**config.mk**
```make
export PLATFORM = sky130hd
export DESIGN_NAME = beat_pulse_gen
export DESIGN_NICKNAME = d
export VERILOG_FILES = /design/src/rtl/beat_pulse_gen.sv
export SDC_FILE = /design/constraint.sdc
export NUM_CORES = 1
export LEC_CHECK = 0
export CAP_MARGIN = 0
export CORE_AREA = 2 2 135 137
export CTS_BUF_LIST = sky130_fd_sc_hd__clkbuf_16
export DETAILED_ROUTE_END_ITERATION = 10
export DIE_AREA = 0 0 137 139
export PLACE_DENSITY = 0.46
export SLEW_MARGIN = 25
export SYNTH_ARGS = -nofsm -noshare
export SYNTH_HDL_FRONTEND = slang
export SYNTH_SLANG_ARGS = --single-unit
export TNS_END_PERCENT = 10
```
**constraint.sdc**
```tcl
create_clock -name clk -period 3.9 [get_ports clk]
set_input_delay 0.78 -clock clk [delete_from_list [all_inputs] [get_ports clk]]
set_output_delay 0.78 -clock clk [all_outputs]
set_load 0.05 [all_outputs]
```
**src/rtl/beat_pulse_gen.sv**
```systemverilog
// Spectral-flux beat detector: EMA-based adaptive threshold, warm-up gating and a refractory hold.
// Define BEAT_PULSE_GEN_STRETCH_EN to stretch `beat` into a PULSE_LEN-cycle level.
module beat_pulse_gen #(
  parameter int FLUX_W      = 16,
  parameter int ALPHA_SHIFT = 3,
  parameter int THR_SHIFT   = 1,
  parameter int MIN_FLUX    = 64,
  parameter int HOLDOFF     = 4000000,
  parameter int WARMUP      = 8,
  parameter int PULSE_LEN   = 2500000
) (
  input  logic              clk,
  input  logic              rst,
  input  logic              flux_valid,
  input  logic [FLUX_W-1:0] flux,
  output logic              beat,
  output logic [3:0]        beat_count,
  output logic [FLUX_W-1:0] avg_flux,
  output logic              armed
);

  localparam int AW = FLUX_W + ALPHA_SHIFT;
  localparam int TW = FLUX_W + 2;
  localparam int HW = $clog2(HOLDOFF);
  localparam int FW = (WARMUP < 1) ? 1 : $clog2(WARMUP + 1);
  localparam logic [HW-1:0] HOLD_INIT = HW'(HOLDOFF - 1);
  localparam logic [FW-1:0] WARM_DONE = FW'(WARMUP);

  typedef enum logic {ARMED = 1'b0, HOLD = 1'b1} state_t;

  state_t        state;
  logic [AW-1:0] acc;
  logic [AW-1:0] acc_nxt;
  logic [FW-1:0] frame_cnt;
  logic [FW-1:0] frame_nxt;
  logic [HW-1:0] hold_cnt;
  logic [TW-1:0] thr;
  logic          warm;
  logic          above;
  logic          fire;

  // Threshold uses the average from before this frame's update.
  assign avg_flux  = acc[AW-1:ALPHA_SHIFT];
  assign thr       = TW'(avg_flux) + TW'(avg_flux >> THR_SHIFT) + TW'(MIN_FLUX);
  assign above     = {2'b00, flux} > thr;
  assign acc_nxt   = acc - (acc >> ALPHA_SHIFT) + AW'(flux);
  assign warm      = (frame_cnt == WARM_DONE);
  assign frame_nxt = (flux_valid && !warm) ? frame_cnt + FW'(1) : frame_cnt;
  assign fire      = flux_valid && (state == ARMED) && warm && above;

  always_ff @(posedge clk or posedge rst) begin
    if (rst) begin
      acc       <= '0;
      frame_cnt <= '0;
    end else if (flux_valid) begin
      acc       <= acc_nxt;
      frame_cnt <= frame_nxt;
    end
  end

  // armed is registered from the next-state values so it tracks the state it reports.
  always_ff @(posedge clk or posedge rst) begin
    if (rst) begin
      state      <= ARMED;
      hold_cnt   <= '0;
      armed      <= 1'b0;
      beat_count <= 4'd0;
    end else begin
      case (state)
        ARMED: begin
          if (fire) begin
            state      <= HOLD;
            hold_cnt   <= HOLD_INIT;
            armed      <= 1'b0;
            beat_count <= (beat_count == 4'd9) ? 4'd0 : beat_count + 4'd1;
          end else begin
            armed <= (frame_nxt == WARM_DONE);
          end
        end
        HOLD: begin
          if (hold_cnt != '0) begin
            hold_cnt <= hold_cnt - HW'(1);
            armed    <= 1'b0;
          end else begin
            state <= ARMED;
            armed <= (frame_nxt == WARM_DONE);
          end
        end
        default: begin
          state <= ARMED;
          armed <= 1'b0;
        end
      endcase
    end
  end

`ifdef BEAT_PULSE_GEN_STRETCH_EN
  localparam int PW = (PULSE_LEN < 2) ? 1 : $clog2(PULSE_LEN);
  localparam logic [PW-1:0] PULSE_INIT = PW'(PULSE_LEN - 1);

  logic [PW-1:0] pulse_cnt;

  // A fresh beat reloads the window even if a pulse is still running.
  always_ff @(posedge clk or posedge rst) begin
    if (rst) begin
      pulse_cnt <= '0;
      beat      <= 1'b0;
    end else if (fire) begin
      pulse_cnt <= PULSE_INIT;
      beat      <= 1'b1;
    end else begin
      beat <= (pulse_cnt != '0);
      if (pulse_cnt != '0) pulse_cnt <= pulse_cnt - PW'(1);
    end
  end
`else
  always_ff @(posedge clk or posedge rst) begin
    if (rst) beat <= 1'b0;
    else     beat <= fire;
  end
`endif

endmodule

```
==> results.json, run 1 <==
{
  "status": "complete, but fails checks",
  "violations": "negative setup slack",
  "synth_top_flop_cell": "dfrtp_1",
  "grt_max_degree": 47,
  "fin_skew_ps": 5.972,
  "critPathMaxFanout": 5,
  "dp_hpwl_mm": 10.43,
  "h-tree-depth": 2,
  "initial_utilization_pct": 29.37,
  "ios": 41,
  "relSlewSlack_pct": 64.68,
  "hold_path.class": "flop to flop",
  "ys_seq_area_share_pct": 25.10,
  "min_from": "frame_cnt[3]$_DFFE_PP0P_",
  "period_share_pct": 105.3,
  "layout.nets": 806,
  "cp_data_required_time_ps": 4080,
  "cp-startpoint": "acc[5]$_DFFE_PP0P_",
  "fin_ws_ps": -205.9,
  "rsz0062_at_grt": "yes",
  "worstSetupEndpointType": "flop",
  "yosys-top-cells-count": "inv_1, ha_1, dfrtp_1, nand2_1, nor2_1",
  "globalplace.congestion": 0.8081,
  "cts_buffers": 5,
  "yosys_warnings": 0,
  "grtUsageTotal_pct": 14.11,
  "area_delta_synth_final_pct": 26.74,
  "viasPerCell": 4.776,
  "synth_top_area_share_pct": 25.10,
  "criticalPathCategory": "flop to flop",
  "tns_ps": -3649,
  "clock_path_buffers": 2,
  "drt-initial-drc-count": 197,
  "tightest_slew_ps": 528.2,
  "vias": 4446,
  "fmax_mhz": 243.6,
  "max_stage_delay_ps": 400,
  "async_flop_share_pct": 100.0,
  "yosys.area.top_type": "dfrtp_1",
  "die_area_sq_um": 19040,
  "grt_pass1_wl_mm": 22.02,
  "route.detailed.drc": 0,
  "clock_latency_ps": 290,
  "synthesis.area_sq_um": 5185,
  "register_area_sq_um": 1301,
  "antenna_found_initial": 0,
  "synth_seq_cells": 52,
  "path_clk_slew_ps": 70,
  "synthTopCellsByArea": "dfrtp_1, ha_1, inv_1, fa_1, xnor2_1",
  "die_w_um": 137,
  "cp.arrival_ps": 4280,
  "ctsHoldBuffers": 0,
  "fillers": 1799,
  "core_area_sq_um": 17660,
  "layout-drive-gt1-share_pct": 18.23,
  "synth.most_common_cell": "inv_1",
  "drt-total-wl_mm": 12.94,
  "worstSetupStartpointType": "flop",
  "num_rows": 49,
  "cts_root_buf": "clkbuf_16",
  "setup_viol": 28,
  "grt_pass1_vias": 4630,
  "cts_tree": "yes",
  "portBuffers": 40,
  "synth_cell_types": 67,
  "die_h_um": 139,
  "hold_violations": 0,
  "syn_inst": 604,
  "crit_top_cell": "ha_1",
  "ant_nets": 0,
  "maxCapViolCount": 0,
  "path_cells": "ha_1 > buf_4 > ha_1 > a21o_1 > a21oi_2 > o211ai_1 > a31o_2 > a21oi_1 > xor2_1 > ha_1 > nand2_1 > nor4_4 > o31a_1 > o41ai_4 > buf_4 > or2_4 > a211o_1",
  "period_minus_slack_ps": 4106,
  "dp_slack_ps": -584.2,
  "cpMaxStageDelayCell": "dfrtp_1",
  "wire_per_inst_um": 13.90,
  "synth-edff-count": 0,
  "drt_pre_antenna_iters": 6,
  "slew_viol_final": 0,
  "overflow": 0,
  "avgSynthCellArea_sq_um": 8.584,
  "synth_nets": 709,
  "cts_sinks": 52,
  "reg2reg_from": "acc[5]$_DFFE_PP0P_",
  "multi_input_area_sq_um": 3512,
  "n_antenna_cell": 0
}
[area by class of cell]
type	count	area share, %
Multi-Input combinational cell	433	53.45
Sequential cell	52	19.80
Timing Repair Buffer	117	15.02
Inverter	92	5.255
Tap cell	229	4.360
Clock buffer	5	1.904
Clock inverter	3	0.2094
[cell usage in the layout, fill, tap and decap left out, types with 4 or more instances in the layout]
master | synthesis | routed
o21ai_0 | 33 | 31
nor2_1 | 40 | 40
xnor2_1 | 26 | 26
o211ai_1 | 4 | 4
xor2_1 | 9 | 9
dfrtp_1 | 52 | 52
nand3_1 | 11 | 11
buf_4 | 16 | 73
clkdlybuf4s50_1 | 0 | 40
nand2b_1 | 6 | 6
and2_1 | 4 | 4
a21oi_1 | 31 | 29
ha_1 | 69 | 68
nor2b_1 | 8 | 7
or3_1 | 5 | 5
nand4_1 | 5 | 5
a2bb2oi_1 | 11 | 7
nor3_1 | 16 | 15
clkbuf_16 | 0 | 5
fa_1 | 17 | 16
and3_1 | 4 | 4
a2bb2oi_2 | 0 | 4
nand2_1 | 42 | 40
inv_1 | 92 | 89
a31oi_1 | 11 | 10
a21o_1 | 13 | 13
[timing repair]
action	in CTS	in global routing
gates cloned	0	1
setup endpoints to repair	29	32
pin swaps	12	12
setup buffers	5	2
gates resized for setup	16	18
hold endpoints to repair	0	0
[flip-flops by register name, indices dropped and copies added (netlist names)]
register    count
beat            1
hold_cnt       22
beat_count      4
armed           1
frame_cnt       4
state           1
acc            19
[logic make-up (layout without fill, tap and decap cells)]
logic type | Yosys count | after routing | share of synthesized area (%)
xor+xnor | 35 | 35 | 5.912
fa+ha+maj | 86 | 86 | 23.21
mux | 7 | 7 | 1.448
buf+inv | 119 | 217 | 9.846
flops | 52 | 52 | 25.10
simple gates | 165 | 165 | 16.10
compound gates | 140 | 140 | 18.39
[metrics by stage]
stage	cells	hold WS [ps]	utilization (%)	cell area, sq um
2_1_floorplan	604	465.4	-	5197
3_3_place_gp	916	492.3	35.37	6245
3_5_place_dp	916	519.8	35.37	6245
4_1_cts	928	530.8	36.66	6472
5_1_grt	931	553.5	37.22	6571
6_report	931	532.5	37.22	6571
[path summary, 6_finish.rpt]
path	endpoint	slack, ps	cells after the start
worst min register to register	frame_cnt[3]$_DFFE_PP0P_	530	1
worst min-delay path	frame_cnt[3]$_DFFE_PP0P_	530	1
max in group asynchronous	armed$_DFF_PP0_	2250	3
min in group asynchronous	beat_count[2]$_DFFE_PP0P_	810	2
worst max-delay path	beat_count[3]$_DFFE_PP0P_	-210	17
worst max register to register	beat_count[3]$_DFFE_PP0P_	-210	17
[routing by layer]
| layer | vias up | track usage, % | part of all wire, % |
|---|---|---|---|
| met5 | - | 0 | 0 |
| met4 | 0 | 2.767 | 0.85 |
| met3 | 9 | 2.083 | 3.1 |
| met2 | 57 | 23.78 | 48 |
| met1 | 2124 | 19.16 | 48 |
| li1 | 2256 | - | - |
[worst max-delay path, delay by kind of cell, from the launching register on]
| family | cells | cell delay (ps) |
|---|---|---|
| AOI/OAI and AO/OA | 8 | 1610 |
| adders and majority gates | 3 | 880 |
| and+or+nand+nor | 3 | 670 |
| DFF | 1 | 400 |
| buffers and inverters | 2 | 330 |
| xor gates and xnor gates | 1 | 100 |
Power of run 1 is left out: the tool's default activity adds up to more than one toggle a clock period on the data nets, which glitch-free logic cannot reach.
==> run 2: changes to the inputs <==
--- a/config.mk
+++ b/config.mk
@@ -11,6 +11,7 @@
 export DETAILED_ROUTE_END_ITERATION = 10
 export DIE_AREA = 0 0 137 139
 export PLACE_DENSITY = 0.46
+export REMOVE_ABC_BUFFERS = 1
 export SLEW_MARGIN = 25
 export SYNTH_ARGS = -nofsm -noshare
 export SYNTH_HDL_FRONTEND = slang
==> run 2 against run 1 <==
Against the previous run: the run still ends with negative setup slack left; via count fell by 2.6%; critical path type unchanged; worst hold slack got worse by 35 ps; sequential cell count did not move; routed wire length fell by 2.6%; first-iteration DRC count fell by 16%.
==> results.json, run 2 (synthesis results as in run 1) <==
{
  "status": "complete, but fails checks",
  "violations": "negative setup slack",
  "drt_pre_antenna_iters": 4,
  "route.detailed.drc": 0,
  "cts_tree": "yes",
  "critPathMaxFanout": 6,
  "antenna_found_initial": 0,
  "fin_ws_ps": -250.0,
  "grt_max_degree": 47,
  "area_delta_synth_final_pct": 23.36,
  "drt-total-wl_mm": 12.61,
  "period_minus_slack_ps": 4150,
  "worstSetupEndpointType": "flop",
  "final_common_cell": "inv_1",
  "portBuffers": 40,
  "fmax_mhz": 241.0,
  "max_stage_delay_ps": 520,
  "path_clk_slew_ps": 70,
  "layout-drive-gt1-share_pct": 15.09,
  "drt-initial-drc-count": 166,
  "slew_viol_final": 0,
  "die_area_sq_um": 19040,
  "tns_ps": -4907,
  "ios": 41,
  "num_rows": 49,
  "globalplace.congestion": 0.7751,
  "hold_path.class": "flop to flop",
  "vias": 4332,
  "grtUsageMet2_pct": 23.99,
  "n_antenna_cell": 0,
  "worstSetupStartpointType": "flop",
  "crit_family": "compound AO/OA/AOI/OAI gates",
  "die_h_um": 139,
  "viasPerCell": 4.719,
  "cpMaxStageDelayCell": "o41ai_4",
  "crit_top_cell": "ha_1",
  "core_area_sq_um": 17660,
  "clock_latency_ps": 300,
  "grt_pass1_wl_mm": 21.71,
  "wire_per_inst_um": 13.74,
  "cts_sinks": 52,
  "overflow": 0,
  "fin_skew_ps": 12.51,
  "dp_hpwl_mm": 10.16,
  "rsz0062_at_grt": "yes",
  "cts_buffers": 5,
  "period_share_pct": 106.4,
  "top_register": "hold_cnt",
  "relSlewSlack_pct": 40.39,
  "grt_pass1_vias": 4517,
  "grt_most_used_layer": "met2",
  "path_buf_inv": 2,
  "setup_viol": 29,
  "cts_root_buf": "clkbuf_16",
  "criticalPathCategory": "flop to flop",
  "die_w_um": 137,
  "grtUsageMet3_pct": 1.754,
  "grtUsageTotal_pct": 13.94,
  "final_cell_mix": "inv_1, ha_1, buf_4, dfrtp_1, nand2_1",
  "largest_reg_flops": 22,
  "utilization_pct": 36.22,
  "path_cells": "ha_1 > buf_4 > ha_1 > a21o_1 > a21oi_2 > o211ai_1 > nand2_1 > o21ai_1 > a21oi_1 > xor2_1 > ha_1 > nand2_1 > nor4_4 > o31a_1 > o41ai_4 > o21ai_2 > buf_6 > a211o_1",
  "hold_violations": 0,
  "tightest_slew_ps": 886.0,
  "ctsHoldBuffers": 0,
  "maxCapViolCount": 0,
  "layout.nets": 793,
  "h-tree-depth": 2,
  "ant_nets": 0,
  "use_met1_pct": 18.67,
  "reg.largest.list": "hold_cnt (22), acc (19)",
  "cp_data_required_time_ps": 4080,
  "initial_utilization_pct": 29.37,
  "clock_path_buffers": 2,
  "cp.arrival_ps": 4330
}
==> run 2: changes by cell type in the layout (fill, tap and decap cells not counted), moves of 2 or more <==
cell and delta:
a2bb2oi_2 -4, buf_6 -2, buf_4 -11, a2bb2oi_1 +4
==> run 2: worst paths after layout <==
kind	slack (ps)	start	end	depth (start not counted)
min in group asynchronous	720	rst	acc[1]$_DFFE_PP0P_	2
max in group asynchronous	2330	rst	beat_count[3]$_DFFE_PP0P_	3
worst max register to register	-250	acc[6]$_DFFE_PP0P_	hold_cnt[8]$_DFFE_PP0P_	18
worst max-delay path	-250	acc[6]$_DFFE_PP0P_	hold_cnt[8]$_DFFE_PP0P_	18
worst min register to register	500	frame_cnt[3]$_DFFE_PP0P_	frame_cnt[3]$_DFFE_PP0P_	1
worst min-delay path	500	frame_cnt[3]$_DFFE_PP0P_	frame_cnt[3]$_DFFE_PP0P_	1
==> run 2: timing repair <==
action                                  CTS  global route
endpoints found under the hold margin     0             0
buffers inserted                          2             1
pin swaps                                18            13
resized for setup                        18             5
endpoints found under the setup margin   29            32
gates cloned                              1             0
==> run 2: through the flow <==
step           hold WS, ps  setup slack [ps]  area, sq um  instances
2_1_floorplan        465.2            -912.1         5020        577
5_1_grt              543.5            -546.2         6396        918
3_5_place_dp         490.8            -643.1         6157        906
3_3_place_gp         485.7            -525.5         6157        906
6_report             497.1            -250.0         6396        918
4_1_cts              503.2            -319.4         6369        917
==> run 2: metal layers <==
layer / share of wire (%) / routed length (um)
met4: 1.1 / 143
met1: 47 / 5979
met3: 2.4 / 303
met2: 49 / 6183
met5: 0 / 0
==> run 2: cell type report <==
| type | instances | area [sq um] |
|---|---|---|
| clock buffers | 5 | 125.1 |
| well taps | 229 | 286.5 |
| multi-input cells | 433 | 3442 |
| flip-flops and latches | 52 | 1301 |
| repair buffers | 104 | 882.1 |
| fillers | 1807 | 11260 |
| inverters | 92 | 345.3 |
| clock inverters | 3 | 13.76 |
Power of run 2 is left out for the same reason.
==> run 3: changes to the inputs <==
--- a/config.mk
+++ b/config.mk
@@ -8,6 +8,7 @@
 export CAP_MARGIN = 0
 export CORE_AREA = 2 2 135 137
 export CTS_BUF_LIST = sky130_fd_sc_hd__clkbuf_16
+export CTS_CLUSTER_SIZE = 16
 export DETAILED_ROUTE_END_ITERATION = 10
 export DIE_AREA = 0 0 137 139
 export PLACE_DENSITY = 0.46
==> results of run 3 <==
The final DEF is identical to that of run 2; final timing and power are the same.
Power of run 3 is left out for the same reason.
